`src/rtl/ram16k_arbiter.sv`:
```
// rtl/ram16k_arbiter.sv - RAM16K owner: post-reset clear sweep, then two-port single-access arbitration
// Build macro RAM16K_ARB_RR_EN: round-robin on contention (default build: port A fixed priority)
module ram16k_arbiter #(
    parameter bit          CLEAR_ON_RESET = 1'b1,
    parameter int          CLEAR_DEPTH    = 16384,
    parameter logic [15:0] CLEAR_VALUE    = 16'h0000
) (
    input  logic        clk,
    input  logic        reset,
    input  logic        a_req,
    input  logic        a_we,
    input  logic [13:0] a_addr,
    input  logic [15:0] a_wdata,
    output logic        a_gnt,
    output logic        a_rvalid,
    output logic [15:0] a_rdata,
    input  logic        b_req,
    input  logic        b_we,
    input  logic [13:0] b_addr,
    input  logic [15:0] b_wdata,
    output logic        b_gnt,
    output logic        b_rvalid,
    output logic [15:0] b_rdata,
    output logic        init_done,
    output logic        ram_load,
    output logic [13:0] ram_addr,
    output logic [15:0] ram_in,
    input  logic [15:0] ram_out
);
    typedef enum logic {ST_CLEAR, ST_RUN} state_t;

    localparam logic [13:0] CLR_LAST = 14'(CLEAR_DEPTH - 1);

    state_t      state_q, state_d;
    logic [13:0] clr_cnt_q, clr_cnt_d;
    logic        last_gnt_b_q, last_gnt_b_d;
    logic        a_rvalid_q, a_rvalid_d;
    logic        b_rvalid_q, b_rvalid_d;
    logic        init_done_q, init_done_d;
    logic [13:0] addr_hold_q, addr_hold_d;
    logic [15:0] din_hold_q, din_hold_d;
    logic        running;
    logic        a_wins;

    // Arbitration: A wins whenever B is idle; on contention the build decides.
    always_comb begin
        running = (state_q == ST_RUN) && !reset;
`ifdef RAM16K_ARB_RR_EN
        a_wins  = last_gnt_b_q;
`else
        a_wins  = 1'b1;
`endif
        a_gnt   = running && a_req && (!b_req || a_wins);
        b_gnt   = running && b_req && !a_gnt;
    end

    // RAM side: sweep owns the RAM during CLEAR; idle cycles hold addr/data stable.
    always_comb begin
        ram_load = 1'b0;
        ram_addr = addr_hold_q;
        ram_in   = din_hold_q;
        if (!reset) begin
            if (state_q == ST_CLEAR) begin
                ram_load = 1'b1;
                ram_addr = clr_cnt_q;
                ram_in   = CLEAR_VALUE;
            end else if (a_gnt) begin
                ram_load = a_we;
                ram_addr = a_addr;
                ram_in   = a_wdata;
            end else if (b_gnt) begin
                ram_load = b_we;
                ram_addr = b_addr;
                ram_in   = b_wdata;
            end
        end
    end

    always_comb begin
        state_d      = state_q;
        clr_cnt_d    = clr_cnt_q;
        last_gnt_b_d = last_gnt_b_q;
        addr_hold_d  = ram_addr;
        din_hold_d   = ram_in;
        if (state_q == ST_CLEAR) begin
            clr_cnt_d = clr_cnt_q + 14'd1;
            if (clr_cnt_q == CLR_LAST) begin
                state_d = ST_RUN;
            end
        end
        if (a_gnt) begin
            last_gnt_b_d = 1'b0;
        end else if (b_gnt) begin
            last_gnt_b_d = 1'b1;
        end
        init_done_d = (state_d == ST_RUN);
        a_rvalid_d  = a_gnt && !a_we;
        b_rvalid_d  = b_gnt && !b_we;
    end

    always_ff @(posedge clk) begin
        if (reset) begin
            state_q      <= CLEAR_ON_RESET ? ST_CLEAR : ST_RUN;
            clr_cnt_q    <= 14'd0;
            last_gnt_b_q <= 1'b1;
            a_rvalid_q   <= 1'b0;
            b_rvalid_q   <= 1'b0;
            init_done_q  <= !CLEAR_ON_RESET;
            addr_hold_q  <= 14'd0;
            din_hold_q   <= 16'd0;
        end else begin
            state_q      <= state_d;
            clr_cnt_q    <= clr_cnt_d;
            last_gnt_b_q <= last_gnt_b_d;
            a_rvalid_q   <= a_rvalid_d;
            b_rvalid_q   <= b_rvalid_d;
            init_done_q  <= init_done_d;
            addr_hold_q  <= addr_hold_d;
            din_hold_q   <= din_hold_d;
        end
    end

    // A reset arriving while a read is in flight kills its response pulse.
    always_comb begin
        init_done = init_done_q && !reset;
        a_rvalid  = a_rvalid_q && !reset;
        b_rvalid  = b_rvalid_q && !reset;
        a_rdata   = a_rvalid ? ram_out : 16'h0000;
        b_rdata   = b_rvalid ? ram_out : 16'h0000;
    end
endmodule

```
`config.mk`:
```
export PLATFORM = sky130hd
export DESIGN_NAME = ram16k_arbiter
export DESIGN_NICKNAME = d
export VERILOG_FILES = /design/src/rtl/ram16k_arbiter.sv
export SDC_FILE = /design/constraint.sdc
export NUM_CORES = 1
export LEC_CHECK = 0
export BUFFER_PORTS_ARGS = -buffer_cell sky130_fd_sc_hd__buf_2
export CAP_MARGIN = 20
export CELL_PAD_IN_SITES_DETAIL_PLACEMENT = 1
export CELL_PAD_IN_SITES_GLOBAL_PLACEMENT = 2
export CORE_ASPECT_RATIO = 1.4
export CORE_MARGIN = 3
export CORE_UTILIZATION = 22
export DETAILED_ROUTE_END_ITERATION = 8
export PLACE_DENSITY_LB_ADDON = 0.1
export SLEW_MARGIN = 20
export SYNTH_ARGS = -nofsm -noshare
export SYNTH_HDL_FRONTEND = slang
export SYNTH_SLANG_ARGS = --single-unit
```
`constraint.sdc`:
```
create_clock -name clk -period 1.6 [get_ports clk]
set_input_delay 0.16 -clock clk [delete_from_list [all_inputs] [get_ports clk]]
set_output_delay 0.16 -clock clk [all_outputs]
set_load 0.02 [all_outputs]
```
==> impl_metrics.json, run 1 <==
{
  "synthFlopType": "dfxtp_1",
  "peakVddDrop_uv": 330,
  "grt_pass1_wl_mm": 20.1,
  "antenna_found_initial": 0,
  "vias_per_cell": 4.83,
  "cts-hold-fix-buffers": 0,
  "cts-buffers-inserted": 5,
  "power_mw": 2.88,
  "synthTopCellsByCount": "dfxtp_1, and2_1, nor2_1",
  "worstPathMaxFanout": 8,
  "grt_usage": 0.167,
  "hp-class": "primary input to flop",
  "die_h_um": 144,
  "start_util": 0.228,
  "path_clk_slew_ps": 70,
  "clockBufferDepth": 2,
  "syn_area_um2": 2980,
  "period_minus_slack_ps": 1730,
  "critPathMaxStageDelay_ps": 380,
  "required_ps": 1440,
  "critPathLaunchType": "flop",
  "ant_nets": 0,
  "num_rows": 49,
  "yosys.area_share.simple": 0.258,
  "yosys_warnings": 0,
  "yosysTopAreaCellShare": 0.315,
  "avgSynthCellArea_um2": 8.15,
  "core-area_um2": 13100,
  "clock-sinks": 47,
  "hold_start": "a_we",
  "drc_errors": 0,
  "synthMuxAreaShare": 0.133,
  "worstPathArrival_ps": 1570,
  "power_density_nw_per_um2": 549,
  "firstDrtPassIters": 4,
  "synth-edff-count": 0,
  "dpl.hpwl_mm": 9.00,
  "grt_max_degree": 31,
  "tns_ps": -2440,
  "syn_inst": 366,
  "synth_top_cell_by_area": "dfxtp_1",
  "layout.cells.non_filler": 723,
  "slew_headroom": 0.761,
  "holdWs_ps": 36.2,
  "end_kind": "output pin",
  "dieArea_um2": 15000,
  "seq_area_frac_synth": 0.315,
  "cp_common_cell": "buf_6",
  "vias": 3495,
  "dp_cells": 699,
  "synth_xor_area_frac": 0.0117,
  "synth_compound_area_frac": 0.221,
  "overflow": 0,
  "cellLeakagePower_nw": 2.25,
  "crit_start": "init_done_q",
  "synth_area_leaders": "dfxtp_1, and2_1, mux2_2, mux2i_1, nor2_1",
  "skew_ps": 6.14,
  "setup_viol": 29,
  "drv_cap": 0,
  "clkLatencyLatePin_ps": 290,
  "max_freq_mhz": 579,
  "critical_path_class": "flop to output pin",
  "maxSlewViolCount": 0,
  "syn_to_final_growth_pct": 75.6,
  "status": "finished with violations",
  "wl_mm": 13.0,
  "crit_chain": "buf_6, nand2b_4, buf_12, clkbuf_16, o21ai_4, buf_6",
  "pre_cts_ws_ps": -356,
  "antenna_cells": 0,
  "grt_pass1_vias": 3773,
  "ios": 150,
  "hold_viol": 0,
  "setup_ws_ps": -127,
  "gp_congestion": 0.729,
  "final_nets": 628,
  "period_share": 1.08,
  "syn-num-nets": 449,
  "synth_top_family_by_area": "simple AND/OR/NAND/NOR gates",
  "cts_tree": "done",
  "wl_per_cell_um": 17.9,
  "htree_num_levels": 2,
  "violations": "setup timing",
  "r2r_start": "init_done_q",
  "die_x_um": 104,
  "synth_fa_ha_area_frac": 0.00419,
  "rsz0062_at_grt": "yes",
  "io_buffers": 149,
  "synth_seq_cells": 47,
  "drtIter0Drc": 113,
  "synth_cell_types": 43,
  "crit_family": "buffers and inverters",
  "asyncSetResetFlopFracSynth": 0,
  "yosysMostFrequentCell": "dfxtp_1",
  "crit_slowest_cell": "dfxtp_4",
  "layout-drive-gt1-share": 0.538,
  "root_buffer": "clkbuf_16",
  "tightest_slew_ps": 348,
  "crit_buf_inv": 4
}
[path summary, 6_finish.rpt]
check	endpoint	slack, ps	cells after the start
setup / recovery	ram_in[9]	-130	6
hold / removal	a_rvalid_q	40	2
hold reg to reg	addr_hold_q[4]	530	2
setup reg to reg	clr_cnt_q[13]	80	4
[state kept, by name, summed over array words and instances, names as in the netlist]
| signal | flops |
|---|---|
| a_rvalid_q | 1 |
| b_rvalid_q | 1 |
| addr_hold_q | 14 |
| clr_cnt_q | 14 |
| din_hold_q | 16 |
| init_done_q | 1 |
[layout by cell type (no fill, tap or decap), types with 3 or more instances in the layout]
cell type,count
buf_12,6
a311oi_1,12
or4_1,5
a22oi_1,12
nand2_1,22
and2_1,44
buf_2,122
o221ai_2,12
a21oi_1,9
nor2_1,38
o21ai_4,21
nor3_1,3
o31ai_1,4
mux2i_1,17
xor2_1,3
o21ai_0,5
inv_1,3
nor2b_1,7
buf_16,3
a31oi_2,3
buf_6,19
buf_4,50
clkbuf_16,7
mux2_2,20
dfxtp_1,45
nand3_1,4
o21ai_2,3
a31oi_4,9
[cells by family after synthesis]
family,after synthesis
buffers and inverters,37
multiplexers,37
flip-flops,47
AND/OR/NAND/NOR,141
AO/OA/AOI/OAI,99
XOR/XNOR,4
adder cells (fa/ha/maj),1
[metal layers]
metal  up-vias  part of all wire  track usage
li1       1686                 -            -
met1      1717              0.40        0.184
met2        82              0.54        0.322
met3        10             0.054       0.0404
met4         0            0.0094       0.0364
met5         -                 0            0
[report_power, final]
| part | internal, mW | switching [mW] |
|---|---|---|
| registers | 1.18 | 0.0109 |
| clock network | 0.731 | 0.477 |
| logic | 0.226 | 0.254 |
| total | 2.14 | 0.742 |
[through the flow]
stage               area, um2   util
floorplan                2990      -
global placement         4130  0.316
detailed placement       4130  0.316
CTS                      4960  0.380
global route             5240  0.401
finish                   5240  0.401
[timing repair]
| item | 4_1_cts | 5_1_grt |
|---|---|---|
| gates resized for setup | 135 | 40 |
| pin swaps | 26 | 12 |
| gates cloned | 3 | 2 |
| setup endpoints to repair | 31 | 32 |
| setup buffers | 8 | 4 |
[area by class of cell]
| type | count | area [um2] |
|---|---|---|
| fillers | 1594 | 7820 |
| clock inverters | 1 | 30.0 |
| well taps | 178 | 223 |
| clock buffers | 6 | 129 |
| repair buffers | 204 | 1500 |
| multi-input cells | 282 | 2390 |
| flip-flops and latches | 47 | 946 |
| inverters | 5 | 22.5 |
No activity file was read; power rests on OpenSTA's default activity.
==> run 2: changes to the inputs <==
--- a/config.mk
+++ b/config.mk
@@ -5,14 +5,16 @@
 export SDC_FILE = /design/constraint.sdc
 export NUM_CORES = 1
 export LEC_CHECK = 0
+export ABC_AREA = 1
 export BUFFER_PORTS_ARGS = -buffer_cell sky130_fd_sc_hd__buf_2
 export CAP_MARGIN = 20
 export CELL_PAD_IN_SITES_DETAIL_PLACEMENT = 1
 export CELL_PAD_IN_SITES_GLOBAL_PLACEMENT = 2
 export CORE_ASPECT_RATIO = 1.4
 export CORE_MARGIN = 3
-export CORE_UTILIZATION = 22
+export CORE_UTILIZATION = 19
 export DETAILED_ROUTE_END_ITERATION = 8
+export GPL_TIMING_DRIVEN = 0
 export PLACE_DENSITY_LB_ADDON = 0.1
 export SLEW_MARGIN = 20
 export SYNTH_ARGS = -nofsm -noshare
==> run 2 against run 1 <==
Net effect: the run still ends with setup timing left; design area grew 0.96%; routed wire length is 8.9% higher; flip-flop and latch count is the same; synthesized cell count is 48% higher; die area up 17%; power is essentially flat; clock power increased by 17%; non-clock buffer count rose by 10; sequential share of layout area fell by 0.19 points; clock skew grew 4.8 ps.
==> impl_metrics.json, run 2 <==
{
  "status": "finished with violations",
  "violations": "setup timing",
  "worstPathMaxFanout": 6,
  "avgSynthCellArea_um2": 5.63,
  "synthTopCellsByCount": "nand2_1, inv_1, nor2_1",
  "hold_viol": 0,
  "antenna_cells": 0,
  "synth_seq_cells": 47,
  "die_h_um": 156,
  "antenna_found_initial": 0,
  "syn_inst": 541,
  "start_util": 0.194,
  "hold_start": "b_we",
  "p_int_mw": 2.21,
  "wl_per_cell_um": 15.1,
  "largest_reg_flops": 16,
  "vias": 3917,
  "tightest_slew_ps": 624,
  "hp-class": "primary input to flop",
  "critPathLaunchType": "flop",
  "clkPwrFrac": 0.489,
  "syn_to_final_growth_pct": 73.7,
  "grt_pass1_vias": 4142,
  "tns_ps": -8620,
  "required_ps": 1440,
  "power_mw": 2.88,
  "final_cell_mix": "nand2_1, buf_2, inv_1",
  "top_regs": "din_hold_q x16, addr_hold_q x14, clr_cnt_q x14",
  "htree_num_levels": 2,
  "peakVddDrop_uv": 352,
  "synth_fa_ha_area_frac": 0.00411,
  "synth_top_family_by_area": "simple AND/OR/NAND/NOR gates",
  "power_density_nw_per_um2": 544,
  "drc_errors": 0,
  "period_minus_slack_ps": 1890,
  "crit_start": "init_done_q",
  "end_kind": "output pin",
  "grt_usage": 0.156,
  "yosys_warnings": 0,
  "synthFlopType": "dfxtp_1",
  "top_register": "din_hold_q",
  "syn-num-nets": 624,
  "clock-sinks": 47,
  "core-area_um2": 15700,
  "ios": 150,
  "pre_cts_ws_ps": -235,
  "synth_cell_types": 25,
  "grt_max_degree": 18,
  "period_share": 1.18,
  "ant_nets": 0,
  "cts_tree": "done",
  "grt_pass1_wl_mm": 21.5,
  "skew_ps": 10.9,
  "slew_headroom": 0.584,
  "asyncSetResetFlopFracSynth": 0,
  "switchingPower_mw": 0.667,
  "cellLeakagePower_nw": 3.20,
  "gp_congestion": 0.728,
  "r2r_start": "init_done_q",
  "synth_area_leaders": "dfxtp_1, nand2_1, inv_1, nor2_1, nand3_1",
  "dpl.hpwl_mm": 10.2,
  "setup_ws_ps": -289,
  "worstPathArrival_ps": 1730,
  "die_x_um": 113,
  "yosysTopAreaCellShare": 0.309,
  "maxSlewViolCount": 0,
  "final_common_cell": "nand2_1",
  "rsz0062_at_grt": "yes",
  "clockBufferDepth": 2,
  "max_freq_mhz": 529,
  "syn_area_um2": 3040,
  "root_buffer": "clkbuf_16",
  "final_nets": 822,
  "synth_xor_area_frac": 0,
  "seq_area_frac_synth": 0.309,
  "path_clk_slew_ps": 70,
  "overflow": 0,
  "synth_compound_area_frac": 0.0945,
  "cts-buffers-inserted": 5,
  "dieArea_um2": 17600,
  "num_rows": 54,
  "critical_path_class": "flop to output pin",
  "layout-drive-gt1-share": 0.411,
  "setup_viol": 36,
  "synthMuxAreaShare": 0,
  "drtIter0Drc": 76,
  "swShare": 0.232,
  "worst-r2r-setup-slack_ps": -270,
  "synth-edff-count": 0,
  "vias_per_cell": 4.18,
  "drv_cap": 0,
  "yosysMostFrequentCell": "nand2_1",
  "comb_power_share": 0.098,
  "wl_mm": 14.1,
  "yosys.area_share.simple": 0.403,
  "fin_util": 0.337,
  "firstDrtPassIters": 4,
  "synth_top_cell_by_area": "dfxtp_1",
  "io_buffers": 148,
  "clkLatencyLatePin_ps": 300,
  "seqPwrFrac": 0.412
}
[run 2: final timing paths]
path / cells after the start / end
hold reg to reg: 2 / clr_cnt_q[11]
hold / removal: 2 / b_rvalid_q
setup reg to reg: 15 / addr_hold_q[0]
setup / recovery: 11 / ram_addr[11]
[run 2: routing by layer]
metal | vias up | track usage | routed length (um)
met5 | - | 0 | 0
met4 | 0 | 0.0441 | 196
met3 | 12 | 0.0252 | 464
met2 | 75 | 0.315 | 8180
met1 | 1822 | 0.163 | 5260
li1 | 2008 | - | -
[run 2: worst max-delay path, stage by stage (launching register included)]
cell and delay, ps:
dfxtp_4 370, inv_8 70, nor2_8 50, buf_12 140, nand2_8 100, clkinv_8 80, clkbuf_16 170, a21oi_2 120
nand2_1 60, nand2_1 70, nand2_1 70, buf_6 130
[run 2: final cells by class]
cell class,count,area [um2]
buffer,22,201
sequential,47,945
inverter,114,460
clock inverter,2,60.1
clock buffer,6,129
multi-input combinational,357,1880
timing repair buffer,192,1370
fill,2027,10400
tap,196,245
[run 2: power by group through the flow]
| stage | Clock (mW) | Sequential (mW) | Combinational, mW |
|---|---|---|---|
| finish | 1.41 | 1.19 | 0.283 |
| global route | 1.50 | 1.19 | 0.318 |
| CTS | 1.47 | 1.19 | 0.275 |
| detailed placement | 0 | 1.21 | 0.232 |
| global placement | 0 | 1.21 | 0.227 |
| floorplan | 0 | 1.21 | 0.0891 |
[run 2: cells by family (layout without fill, tap and decap cells)]
logic type	after synthesis	count (layout)
adder cells (fa/ha/maj)	1	1
buffers and inverters	138	336
AO/OA/AOI/OAI	56	56
flip-flops	47	47
AND/OR/NAND/NOR	299	300
[run 2: per-stage QoR]
step / instances / hold WS (ps) / instance area, um2
final: 936 / 32.0 / 5290
after CTS: 932 / 13.6 / 4960
after detailed placement: 885 / 339 / 4030
after global placement: 885 / 338 / 4030
after floorplan: 541 / 232 / 3040
after global routing: 936 / 30.4 / 5290
[run 2: what timing repair did]
action                                  CTS  global route
setup buffers                            35             8
pin swaps                                 5            38
cloned                                    5             2
hold endpoints to repair                  0             0
hold buffers                              0             0
endpoints found under the setup margin   54            65
resized for setup                       100            90
==> run 3: changes to the inputs <==
--- a/config.mk
+++ b/config.mk
@@ -5,14 +5,13 @@
 export SDC_FILE = /design/constraint.sdc
 export NUM_CORES = 1
 export LEC_CHECK = 0
-export ABC_AREA = 1
 export BUFFER_PORTS_ARGS = -buffer_cell sky130_fd_sc_hd__buf_2
 export CAP_MARGIN = 20
 export CELL_PAD_IN_SITES_DETAIL_PLACEMENT = 1
 export CELL_PAD_IN_SITES_GLOBAL_PLACEMENT = 2
 export CORE_ASPECT_RATIO = 1.4
 export CORE_MARGIN = 3
-export CORE_UTILIZATION = 19
+export CORE_UTILIZATION = 22
 export DETAILED_ROUTE_END_ITERATION = 8
 export GPL_TIMING_DRIVEN = 0
 export PLACE_DENSITY_LB_ADDON = 0.1
==> run 3 against run 2 <==
Net effect: sequential power about the same; die area fell by 15%; fmax is 8.1% higher; non-clock buffer count shrank 24; clock power down 26%; clock-buffer cell count is the same; flip-flop and latch count did not move; the run still ends with setup timing left; register-to-register slack improved by 310 ps; worst setup slack better by 140 ps; largest power group is now sequential cells.
==> impl_metrics.json, run 3 (synthesis results as in run 1) <==
{
  "status": "finished with violations",
  "violations": "setup timing",
  "wl_per_cell_um": 18.4,
  "grt_pass1_wl_mm": 20.0,
  "final_cell_mix": "buf_2, and2_1, dfxtp_1",
  "antenna_found_initial": 0,
  "start_util": 0.228,
  "cts-buffers-inserted": 5,
  "top_regs": "din_hold_q x16, addr_hold_q x14, clr_cnt_q x14",
  "r2r_cells": 5,
  "clock-sinks": 47,
  "period_minus_slack_ps": 1750,
  "largest_reg_flops": 16,
  "worstPathMaxFanout": 10,
  "top_register": "din_hold_q",
  "place_area_um2": 3950,
  "gp_congestion": 0.746,
  "rsz0062_at_grt": "yes",
  "ant_nets": 0,
  "drv_cap": 0,
  "grt_max_degree": 13,
  "root_buffer": "clkbuf_16",
  "drc_errors": 0,
  "grt_pass1_vias": 3663,
  "min_path_cells": 2,
  "end_kind": "output pin",
  "hold_start": "a_we",
  "critical_path_class": "flop to output pin",
  "required_ps": 1440,
  "worstPathArrival_ps": 1590,
  "final_nets": 614,
  "critPathLaunchType": "flop",
  "setup_viol": 13,
  "path_clk_slew_ps": 70,
  "period_share": 1.09,
  "cts_tree": "done",
  "gr-usage-met1": 0.183,
  "cellLeakagePower_nw": 2.06,
  "hp-class": "primary input to flop",
  "htree_num_levels": 2,
  "top_usage_layer": "met2",
  "skew_ps": 5.11,
  "ios": 150,
  "tightest_slew_ps": 484,
  "r2r-end": "clr_cnt_q[8]",
  "peakVddDrop_uv": 363,
  "die_x_um": 104,
  "io_buffers": 148,
  "vias": 3420,
  "slew_headroom": 0.677,
  "hold_viol": 0,
  "overflow": 0,
  "dpl.hpwl_mm": 9.84,
  "die_h_um": 144,
  "clockBufferDepth": 2,
  "fin_util": 0.358,
  "cts-hold-fix-buffers": 0,
  "core-area_um2": 13100,
  "min_to": "a_rvalid_q",
  "drtIter0Drc": 83,
  "antenna_cells": 0,
  "r2r_start": "init_done_q",
  "setup_ws_ps": -148,
  "final_common_cell": "buf_2",
  "maxSlewViolCount": 0,
  "wl_mm": 13.0,
  "firstDrtPassIters": 4,
  "worst-r2r-setup-slack_ps": 40,
  "num_rows": 49,
  "grt_usage": 0.168,
  "grtUsageMet2": 0.325,
  "vias_per_cell": 4.83,
  "syn_to_final_growth_pct": 56.6,
  "clkLatencyLatePin_ps": 290,
  "final_area_um2": 4670,
  "layout-drive-gt1-share": 0.504,
  "grt_use_met3": 0.0391,
  "power_density_nw_per_um2": 567,
  "max_freq_mhz": 572,
  "dieArea_um2": 15000
}
==> run 3: changes by cell type in the layout (fill, tap and decap cells not counted), moves of 17 or more <==
| cell | delta |
|---|---|
| nand2_1 | -122 |
| inv_1 | -104 |
| and2_1 | +44 |
| nand2_2 | -42 |
| buf_6 | -32 |
| nand3_1 | -24 |
| mux2_2 | +20 |
| mux2i_1 | +17 |
==> run 3: final cells by class <==
cell class | instances | area, um2
plain buffers | 31 | 292
well taps | 178 | 223
inverters | 5 | 22.5
fillers | 1566 | 8390
multi-input cells | 282 | 2150
clock buffers | 6 | 129
flip-flops and latches | 47 | 952
repair buffers | 159 | 900
==> run 3: stage by stage <==
stage	setup WS, ps	hold WS [ps]	cells	setup TNS, ps	total power [mW]
after floorplan	68.0	237	366	0	1.41
after global placement	-555	349	692	-12060	1.58
after detailed placement	-539	350	692	-12590	1.59
after CTS	-176	39.3	698	-1950	2.65
after global routing	-232	49.2	708	-3200	2.77
final	-148	45.6	708	-1530	2.65
==> run 3: worst max path at each step <==
stage	from	endpoint	slack, ps	cells past startpoint
after floorplan	init_done_q	ram_addr[2]	70	4
after global placement	init_done_q	ram_load	-550	5
after detailed placement	init_done_q	ram_load	-540	5
after CTS	init_done_q	ram_addr[5]	-180	5
after global routing	init_done_q	ram_addr[8]	-230	5
final	init_done_q	ram_addr[8]	-150	5
==> run 3: critical path, stage by stage (launching register included) <==
cell,delay [ps]
dfxtp_4,360
and3b_2,230
buf_12,160
a31oi_2,230
o221ai_2,130
buf_4,170
==> run 3: timing repair <==
item / 4_1_cts / 5_1_grt
endpoints found under the setup margin: 69 / 56
pin swaps: 5 / 12
cloned: 0 / 0
resized for setup: 87 / 67
setup buffers: 0 / 11
==> run 3: per-layer routing <==
metal	share of wire	routed length [um]
met3	0.054	705
met2	0.54	7070
met1	0.39	5070
met4	0.012	159
met5	0	0
==> run 3: report_power, final <==
part	total [mW]	internal (mW)	switching [mW]	leakage [nW]
sequential	1.20	1.18	0.0182	0.383
clock	1.04	0.565	0.476	0.0628
combinational	0.411	0.193	0.218	1.61
total	2.65	1.94	0.712	2.06
